==> src/rtl/red_fetch_decode_if.sv <==
// Instruction-memory request/response port of the reduced fetch/decode sequencer.
// The sequencer is the master (drives req/addr); the memory is the slave (returns rdata/rvalid).
interface red_fetch_decode_if #(
    parameter int PC_WIDTH   = 32,
    parameter int DATA_WIDTH = 32
) ();
    logic                  req;
    logic [PC_WIDTH-1:0]   addr;
    logic [DATA_WIDTH-1:0] rdata;
    logic                  rvalid;

    modport master (
        output req,
        output addr,
        input  rdata,
        input  rvalid
    );

    modport slave (
        input  req,
        input  addr,
        output rdata,
        output rvalid
    );
endinterface

==> src/rtl/red_fetch_decode.sv <==
// red_fetch_decode: owns the PC, fetches RV32I words and drives the reduced datapath for ADDI/ADD/SUB/BNE.
// Optional build macro RED_ILLEGAL_TRAP_EN: unsupported words halt the core instead of retiring as NOPs.
module red_fetch_decode #(
    parameter int                  ADDRESS_WIDTH = 5,
    parameter int                  ALUctrl_WIDTH = 3,
    parameter int                  DATA_WIDTH    = 32,
    parameter int                  PC_WIDTH      = 32,
    parameter logic [PC_WIDTH-1:0] RESET_PC      = '0
) (
    input  logic                     clk,
    input  logic                     rst_n,
    input  logic                     run,
    red_fetch_decode_if.master       imem,
    input  logic                     EQ,
    output logic [ADDRESS_WIDTH-1:0] rs1,
    output logic [ADDRESS_WIDTH-1:0] rs2,
    output logic [ADDRESS_WIDTH-1:0] rd,
    output logic [DATA_WIDTH-1:0]    ImmOp,
    output logic                     ALUsrc,
    output logic [ALUctrl_WIDTH-1:0] ALUctrl,
    output logic                     RegWrite,
    output logic [PC_WIDTH-1:0]      pc,
    output logic                     retire,
    output logic                     halted
);
    localparam logic [6:0] OP_IMM    = 7'b0010011;
    localparam logic [6:0] OP_REG    = 7'b0110011;
    localparam logic [6:0] OP_BRANCH = 7'b1100011;
    localparam logic [ALUctrl_WIDTH-1:0] ALU_ADD = ALUctrl_WIDTH'(0);
    localparam logic [ALUctrl_WIDTH-1:0] ALU_SUB = ALUctrl_WIDTH'(1);

    typedef enum logic [1:0] {
        S_IDLE,
        S_FETCH,
        S_EXEC,
        S_HALT
    } state_t;

    state_t                state_q, state_d;
    logic [PC_WIDTH-1:0]   pc_q, pc_d;
    logic [DATA_WIDTH-1:0] ir_q, ir_d;

    logic [6:0]            opcode;
    logic [2:0]            funct3;
    logic [6:0]            funct7;
    logic                  is_addi, is_add, is_sub, is_bne;
    logic [DATA_WIDTH-1:0] imm_i, imm_b;
    logic                  in_exec;
    logic                  branch_taken;
    logic [PC_WIDTH-1:0]   pc_next;

    assign opcode = ir_q[6:0];
    assign funct3 = ir_q[14:12];
    assign funct7 = ir_q[31:25];

    assign is_addi = (opcode == OP_IMM) && (funct3 == 3'b000);
    assign is_add  = (opcode == OP_REG) && (funct3 == 3'b000) && (funct7 == 7'b0000000);
    assign is_sub  = (opcode == OP_REG) && (funct3 == 3'b000) && (funct7 == 7'b0100000);
    assign is_bne  = (opcode == OP_BRANCH) && (funct3 == 3'b001);

`ifdef RED_ILLEGAL_TRAP_EN
    logic legal;
    assign legal = is_addi || is_add || is_sub || is_bne;
`endif

    assign imm_i = {{(DATA_WIDTH-12){ir_q[31]}}, ir_q[31:20]};
    assign imm_b = {{(DATA_WIDTH-13){ir_q[31]}}, ir_q[31], ir_q[7], ir_q[30:25], ir_q[11:8], 1'b0};

    // EQ only matters in EXEC; the PC adder wraps silently modulo 2^PC_WIDTH.
    assign in_exec      = (state_q == S_EXEC);
    assign branch_taken = is_bne && !EQ;
    assign pc_next      = branch_taken ? (pc_q + PC_WIDTH'(imm_b)) : (pc_q + PC_WIDTH'(4));

    assign imem.req  = (state_q == S_FETCH);
    assign imem.addr = pc_q;

    assign rs1 = ADDRESS_WIDTH'(ir_q[19:15]);
    assign rs2 = ADDRESS_WIDTH'(ir_q[24:20]);
    assign rd  = ADDRESS_WIDTH'(ir_q[11:7]);
    assign pc  = pc_q;

`ifdef RED_ILLEGAL_TRAP_EN
    assign halted = (state_q == S_HALT);
`else
    assign halted = 1'b0;
`endif

    always_comb begin
        state_d = state_q;
        pc_d    = pc_q;
        ir_d    = ir_q;
        case (state_q)
            S_IDLE: begin
                if (run) begin
                    state_d = S_FETCH;
                end
            end
            S_FETCH: begin
                if (imem.rvalid) begin
                    ir_d    = imem.rdata;
                    state_d = S_EXEC;
                end
            end
            S_EXEC: begin
                pc_d    = pc_next;
                state_d = run ? S_FETCH : S_IDLE;
`ifdef RED_ILLEGAL_TRAP_EN
                if (!legal) begin
                    pc_d    = pc_q;
                    state_d = S_HALT;
                end
`endif
            end
            S_HALT: begin
                state_d = S_HALT;
            end
        endcase
    end

    always_comb begin
        ALUsrc   = 1'b0;
        ALUctrl  = ALU_ADD;
        RegWrite = 1'b0;
        ImmOp    = '0;
        retire   = 1'b0;
        if (in_exec) begin
            if (is_addi) begin
                ALUsrc   = 1'b1;
                RegWrite = 1'b1;
                ImmOp    = imm_i;
            end else if (is_add) begin
                RegWrite = 1'b1;
            end else if (is_sub) begin
                ALUctrl  = ALU_SUB;
                RegWrite = 1'b1;
            end else if (is_bne) begin
                ALUctrl  = ALU_SUB;
                ImmOp    = imm_b;
            end
`ifdef RED_ILLEGAL_TRAP_EN
            retire = legal;
`else
            retire = 1'b1;
`endif
        end
    end

    always_ff @(posedge clk or negedge rst_n) begin
        if (!rst_n) begin
            state_q <= S_IDLE;
            pc_q    <= RESET_PC;
            ir_q    <= '0;
        end else begin
            state_q <= state_d;
            pc_q    <= pc_d;
            ir_q    <= ir_d;
        end
    end
endmodule

==> src/flat_wrapper.sv <==
// flat-port wrapper written by rule: the top's interface ports become plain ports
module red_fetch_decode_flat 
#(
    parameter int                  ADDRESS_WIDTH = 5,
    parameter int                  ALUctrl_WIDTH = 3,
    parameter int                  DATA_WIDTH    = 32,
    parameter int                  PC_WIDTH      = 32,
    parameter logic [PC_WIDTH-1:0] RESET_PC      = '0
)
  (clk, rst_n, run, EQ, rs1, rs2, rd, ImmOp, ALUsrc, ALUctrl, RegWrite, pc, retire, halted, imem_req, imem_addr, imem_rdata, imem_rvalid);
  red_fetch_decode_if #(.PC_WIDTH(PC_WIDTH), .DATA_WIDTH(DATA_WIDTH)) imem_i ();
  input  logic clk;
  input  logic rst_n;
  input  logic run;
  input  logic EQ;
  output logic [ADDRESS_WIDTH-1:0] rs1;
  output logic [ADDRESS_WIDTH-1:0] rs2;
  output logic [ADDRESS_WIDTH-1:0] rd;
  output logic [DATA_WIDTH-1:0] ImmOp;
  output logic ALUsrc;
  output logic [ALUctrl_WIDTH-1:0] ALUctrl;
  output logic RegWrite;
  output logic [PC_WIDTH-1:0] pc;
  output logic retire;
  output logic halted;
  output wire logic [$bits(imem_i.req)-1:0] imem_req;
  output wire logic [$bits(imem_i.addr)-1:0] imem_addr;
  input wire logic [$bits(imem_i.rdata)-1:0] imem_rdata;
  input wire logic [$bits(imem_i.rvalid)-1:0] imem_rvalid;
  assign imem_req = imem_i.req;
  assign imem_addr = imem_i.addr;
  assign imem_i.rdata = imem_rdata;
  assign imem_i.rvalid = imem_rvalid;
  red_fetch_decode #(.ADDRESS_WIDTH(ADDRESS_WIDTH), .ALUctrl_WIDTH(ALUctrl_WIDTH), .DATA_WIDTH(DATA_WIDTH), .PC_WIDTH(PC_WIDTH), .RESET_PC(RESET_PC)) u_core (.clk(clk), .rst_n(rst_n), .run(run), .imem(imem_i), .EQ(EQ), .rs1(rs1), .rs2(rs2), .rd(rd), .ImmOp(ImmOp), .ALUsrc(ALUsrc), .ALUctrl(ALUctrl), .RegWrite(RegWrite), .pc(pc), .retire(retire), .halted(halted));
endmodule
==> config.mk <==
export PLATFORM = sky130hd
export DESIGN_NAME = red_fetch_decode_flat
export DESIGN_NICKNAME = d
export VERILOG_FILES = /design/src/rtl/red_fetch_decode_if.sv /design/src/rtl/red_fetch_decode.sv /design/src/flat_wrapper.sv
export SDC_FILE = /design/constraint.sdc
export NUM_CORES = 1
export LEC_CHECK = 0
export ABC_AREA = 1
export ABC_CLOCK_PERIOD_IN_PS = 2500
export CAP_MARGIN = 20
export CORE_ASPECT_RATIO = 0.6
export CORE_MARGIN = 8
export CORE_UTILIZATION = 59
export CTS_CLUSTER_SIZE = 20
export DETAILED_ROUTE_END_ITERATION = 6
export DONT_BUFFER_PORTS = 1
export PLACE_DENSITY = 0.86
export SETUP_SLACK_MARGIN = 0.1
export SLEW_MARGIN = 20
export SYNTH_ARGS = -nofsm -noshare
export SYNTH_HDL_FRONTEND = slang
export SYNTH_SLANG_ARGS = --single-unit
==> constraint.sdc <==
create_clock -name clk -period 2.5 [get_ports clk]
set_input_delay 0.25 -clock clk [delete_from_list [all_inputs] [get_ports clk]]
set_output_delay 0.25 -clock clk [all_outputs]
set_load 0.01 [all_outputs]
# Yosys cells after proc, flatten, opt, wreduce, memory -nomap -nowiden
# Index checks and enable logic that the tools add are counted.
[totals]
register_bits = 66
in_bits = 37
out_inout_bits = 119
[classes]
n_addsub = 2
n_eq_ne = 10
n_mux = 22
reduce_logical = 12
[op_table]
columns = ["operator", "n"]
rows = [
  ["$mux W32", 6],
  ["$add A32 B3 Y32 const B", 1],
  ["$add A32 B32 Y32", 1],
  ["$eq A7 B6 Y1 const B", 2],
  ["$mux W3", 4],
  ["$mux W1", 9],
  ["$pmux W2 S4", 1],
  ["$eq A7 B5 Y1 const B", 1],
  ["$eq A7 B7 Y1 const B", 1],
  ["$logic_not A7 Y1", 1],
  ["$logic_and A1 B1 Y1", 6],
  ["$eq A2 B2 Y1 const B", 2],
  ["$mux W2", 2],
  ["$reduce_and A2 Y1", 2],
  ["$eq A3 B1 Y1 const B", 1],
  ["$logic_not A3 Y1", 1],
  ["$eq A2 B1 Y1 const B", 1],
  ["$logic_not A2 Y1", 1],
  ["$ne A2 B1 Y1 const B", 1],
  ["$ne A2 B2 Y1 const B", 1],
  ["$logic_not A1 Y1", 1],
]

# Depth between registers and ports, before layout
[depth]
depth_word = 7
mapped_depth = 14
mapped_depth_nobuf = 14

# Least setup slack after synthesis
# Ideal clock, no wire load.
[synth_path]
path_kind = "register to output"
start = "register u_core.ir_q[13]"
end = "output ImmOp[13]"
t_arrival_ns = 2.658
required_ns = 2.250
path_slack_ns = -0.408
path_stages_with_launch = 9
path_buffers = 1
cell_sequence = "dfrtp_1 nor2_2 nand3_2 nor3_4 nand4_4 nand2_1 inv_1 nor3_1 buf_4"
[synth_via]
elab_chain_cells = 7
word_cells_on_any_way = 12
[synth_lines]
columns = ["element", "line_no", "source"]
rows = [
  ["start, declared", "red_fetch_decode.sv:41", "logic [DATA_WIDTH-1:0] ir_q, ir_d;"],
  ["start signal, assigned", "red_fetch_decode.sv:156", "ir_q <= ir_d;"],
  ["$eq A3 B1 Y1 or $logic_not A3 Y1 (tied branches)", "-", ""],
  ["$logic_and A1 B1 Y1 (on tied branches)", "red_fetch_decode.sv:59, red_fetch_decode.sv:57, red_fetch_decode.sv:58", ""],
  ["$mux W32 or $logic_and A1 B1 Y1 (tied branches)", "red_fetch_decode.sv:136, red_fetch_decode.sv:58", ""],
  ["$mux W32", "red_fetch_decode.sv:133", "end else if (is_sub) begin"],
  ["$mux W32", "red_fetch_decode.sv:131", "end else if (is_add) begin"],
  ["$mux W32 *", "red_fetch_decode.sv:127", "if (is_addi) begin"],
  ["$mux W32 *", "red_fetch_decode.sv:126", "if (in_exec) begin"],
  ["end, declared", "flat_wrapper.sv:19", "output logic [DATA_WIDTH-1:0] ImmOp;"],
]
# Mark *: on every way between the ends. The rest lies on a longest branch, timed or not.

# Final worst setup path
[layout_path]
start = "register u_core.ir_q[13]"
end = "output ImmOp[11]"
# The elaborated chain is that of the path after synthesis.

==> summary.md <==
* **area share of the largest cell type after synthesis** 24.8%
* **ratio of cells with drive above 1 in the final layout** 12.1%
* **per-instance average area after synthesis** 6.39 sq um
* **clock network latency to the later pin of the worst-skew pair** 340 ps
* **uppermost layer routed** met4
* **maximum fanout encountered on the critical timing path** 6
* **hold path endpoint** u_core.state_q[1]
* **Max IR drop VDD** 0.674 mV
* **via count normalized by instance count** 5.91
* **Net count, final** 1077
* **ys async rst share** 100%
* **global-route wire length before repair** 35.6 mm
* **final weighted congestion in routability-driven placement** 0.993
* **most frequent standard cell in the layout excluding fill and tap cells** nand2_1
* **root buf cell** clkbuf_16
* **depth of the worst register-to-register path** 13
* **yosys warns** 0
* **crit path kind** reg -> out
* **number of nets with antenna violations after routing** 0
* **met3 routed wirelength** 4.37 mm
* **number of buffer cells added on primary ports** 0
* **Distinct cells, synth** 47
* **clock tree buffer depth** 2
* **Sum Neg Setup Slack** 0 ps
* **final-report max-slew violation count** 0
* **final cell count without fillers** 1152
* **average wire per standard cell** 20.2 microns
* **Register-to-Register Setup Slack** 260 ps
* **cell area power density** 1590 nW/um^2
* **Worst EP required** 2250 ps
* **post-route met1 wirelength** 9.85 mm
* **register bit count reported by yosys** 65
* **Remaining DRCs** 0
* **total grt overflow** 0
* **time the worst path needs with I/O delays and setup** 2370 ps
* **Synth area leaders** dfrtp_1, nand2_1, inv_1
* **final number of setup-violating endpoints** 0
* **worst-margin pin slew** 584 ps
* **endpoint of the lowest-slack register-to-register path** u_core.imem.addr[17]
* **register share of total power** 19.9%
* **Die Height** 97.7 microns
* **startpoint kind of the worst setup timing path** register
* **commonest non-fill, non-tap cells in the layout** nand2_1, inv_1, nor2_1, a21oi_1, nand3_1
* **origin of the critical flop-to-flop path** u_core.ir_q[8]
* **Sw Ratio** 56.1%
* **worst endpoint data arrival time** 2120 ps
* **synthesis-to-layout area growth** 6.27%
* **largest area contributor in the netlist** dfrtp_1
* **min-delay src** imem_rvalid
* **met2 WL post-DR** 8.74 mm
* **ant diodes** 0
* **outcome** finished clean
* **count of mapped cells out of synthesis** 1028
* **number of antenna violations at the first check in global routing** 0
* **P_leak** 3.72 nW
* **row cnt** 29
* **count of filler cells inserted in the layout** 964
* **Rel. slew slack** 60.8%
* **number of global-route vias before repair** 6149
* **largest net degree at the start of global routing** 66
* **Hold Fails Final Rpt** 0
* **most common flop cell mapped by yosys** dfrtp_1
* **relative contribution of the clock network to total power** 12.9%
* **number of primary I/O pins** 156
* **logic gate share of total power** 67.2%
* **share of synthesized area occupied by flip-flops and latches** 24.8%
* **number of sinks handled by clock tree synthesis** 65
* **worst hold path type** in -> reg
* **total die area** 14900 sq um
* **first-pass detailed-route iteration total** 5
* **wire length reported by the detailed router** 23.3 mm
* **violation count after the first detailed-routing iteration** 984
* **RSZ-0062 raised after global routing** true
* **Die Width** 152 microns
* **starting utilization of the core area** 61.3%
* **sort of element at the end of the critical path** output pin
* **WHS Path Cells** 2
* **number of buffers created by CTS** 9
* **Psw** 6.20 mW
* **final worst path period share** 95.0%
* **overall via count from detail_route** 6810
* **TritonCTS clock tree** built
* **max_cap viols** 0
* **H-tree depth** 3
* **area of the placeable core** 10700 sq um
* **maximum frequency from static timing analysis** 0.421 GHz
* **cell count after placement** 1132
* **GRT Resource Usage Total** 30.3%
* **Mapped Area** 6570 sq um
* **clock tree skew after final layout** 7.27 ps
* **number of enable-type register cells in the synthesized netlist** 0
* **clock input transition at the sequential cells of the worst setup and hold paths** 60 ps
* **Internal Dissipation** 4.86 mW
* **placed wire-length estimate** 18.2 mm
[cell families (layout without fill, tap and decap cells)]
group | after synthesis | in the layout | share of synthesized area, %
muxes | 17 | 17 | 2.97
other | 1 | 5 | 0.0571
and+or+nand+nor | 533 | 533 | 35.3
AOI/OAI and AO/OA | 121 | 121 | 10.3
xor gates and xnor gates | 16 | 16 | 2.13
buffers and inverters | 243 | 224 | 18.2
DFF | 65 | 65 | 24.8
adders and majority gates | 32 | 32 | 6.21
[synthesized netlist by cell type (2+ instances only)]
master / n
mux2_2: 16
buf_6: 2
o21ai_1: 4
inv_1: 156
xor2_1: 12
ha_1: 31
buf_4: 70
nand3b_1: 10
nand2_2: 2
xnor2_1: 4
nor3_1: 12
buf_2: 5
o21bai_1: 4
nand3_2: 2
nor2_1: 110
a22oi_1: 4
nand4_1: 11
a21o_1: 3
o21ai_0: 24
nor2_4: 3
nand3_1: 70
nor3_2: 3
nand2_1: 294
a21oi_1: 71
clkbuf_1: 8
a31oi_1: 3
nor2_2: 7
o211ai_1: 2
nand2_4: 3
dfrtp_1: 65
[how the worst max path moves through the flow]
stage                      endpoint                  from  slack (ps)
5_1_grt                   ImmOp[13]       u_core.ir_q[13]          30
3_3_place_gp   u_core.imem.addr[24]  u_core.imem.addr[14]         190
6_report                  ImmOp[11]       u_core.ir_q[13]         130
3_5_place_dp   u_core.imem.addr[24]  u_core.imem.addr[14]         220
2_1_floorplan             ImmOp[13]       u_core.ir_q[13]         130
4_1_cts                    ImmOp[2]       u_core.ir_q[13]          80
[registers in the layout, indices dropped and copies added, names as in the netlist]
name and count:
u_core.ir_q 32, u_core.imem.addr 31, u_core.state_q 2
[power by group through the flow]
stage	Combinational (mW)	Sequential, mW	Clock, mW
3_3_place_gp	6.88	2.16	0
6_report	7.44	2.20	1.43
2_1_floorplan	5.24	2.13	0
5_1_grt	8.15	2.24	1.47
3_5_place_dp	6.99	2.18	0
4_1_cts	7.09	2.16	1.43
[per-layer routing]
layer	up-vias	GRT usage, %
li1	3149	-
met1	3091	42.8
met2	540	40.3
met3	30	14.5
met4	0	5.96
met5	-	0
[final cells by class]
cell class                      count  area (sq um)  share of cell area [%]
Timing Repair Buffer               50           440                    6.31
Inverter                          158           596                    8.54
Clock buffer                       10           239                    3.42
Clock inverter                      6          90.1                    1.29
Tap cell                          139           174                    2.49
Sequential cell                    65          1630                    23.3
Multi-Input combinational cell    724          3810                    54.6
[stage by stage]
| stage | instance area (sq um) | setup WS [ps] | hold WS, ps | power [mW] | util [%] |
|---|---|---|---|---|---|
| finish | 6980 | 126 | 49.5 | 11.1 | 65.2 |
| global route | 6980 | 30.6 | 51.8 | 11.9 | 65.2 |
| CTS | 6940 | 76.6 | 54.1 | 10.7 | 64.8 |
| detailed placement | 6560 | 219 | -43.6 | 9.17 | 61.3 |
| global placement | 6560 | 191 | -43.2 | 9.04 | 61.3 |
| floorplan | 6590 | 131 | -45.6 | 7.37 | - |
[worst max-delay path, cell delays in order (launching register included)]
cell,delay (ps)
dfrtp_1,380
nor2_2,160
nand3_2,100
nor3_4,260
nand4_4,190
nor2_4,260
inv_1,100
o31ai_2,340
[timing repair]
action                     CTS  global route
buffers inserted             1             1
hold endpoints to repair    65             0
resized for setup            2            14
setup endpoints to repair   24            30
hold buffers                 2             0
(Power assumes the default switching activity.)
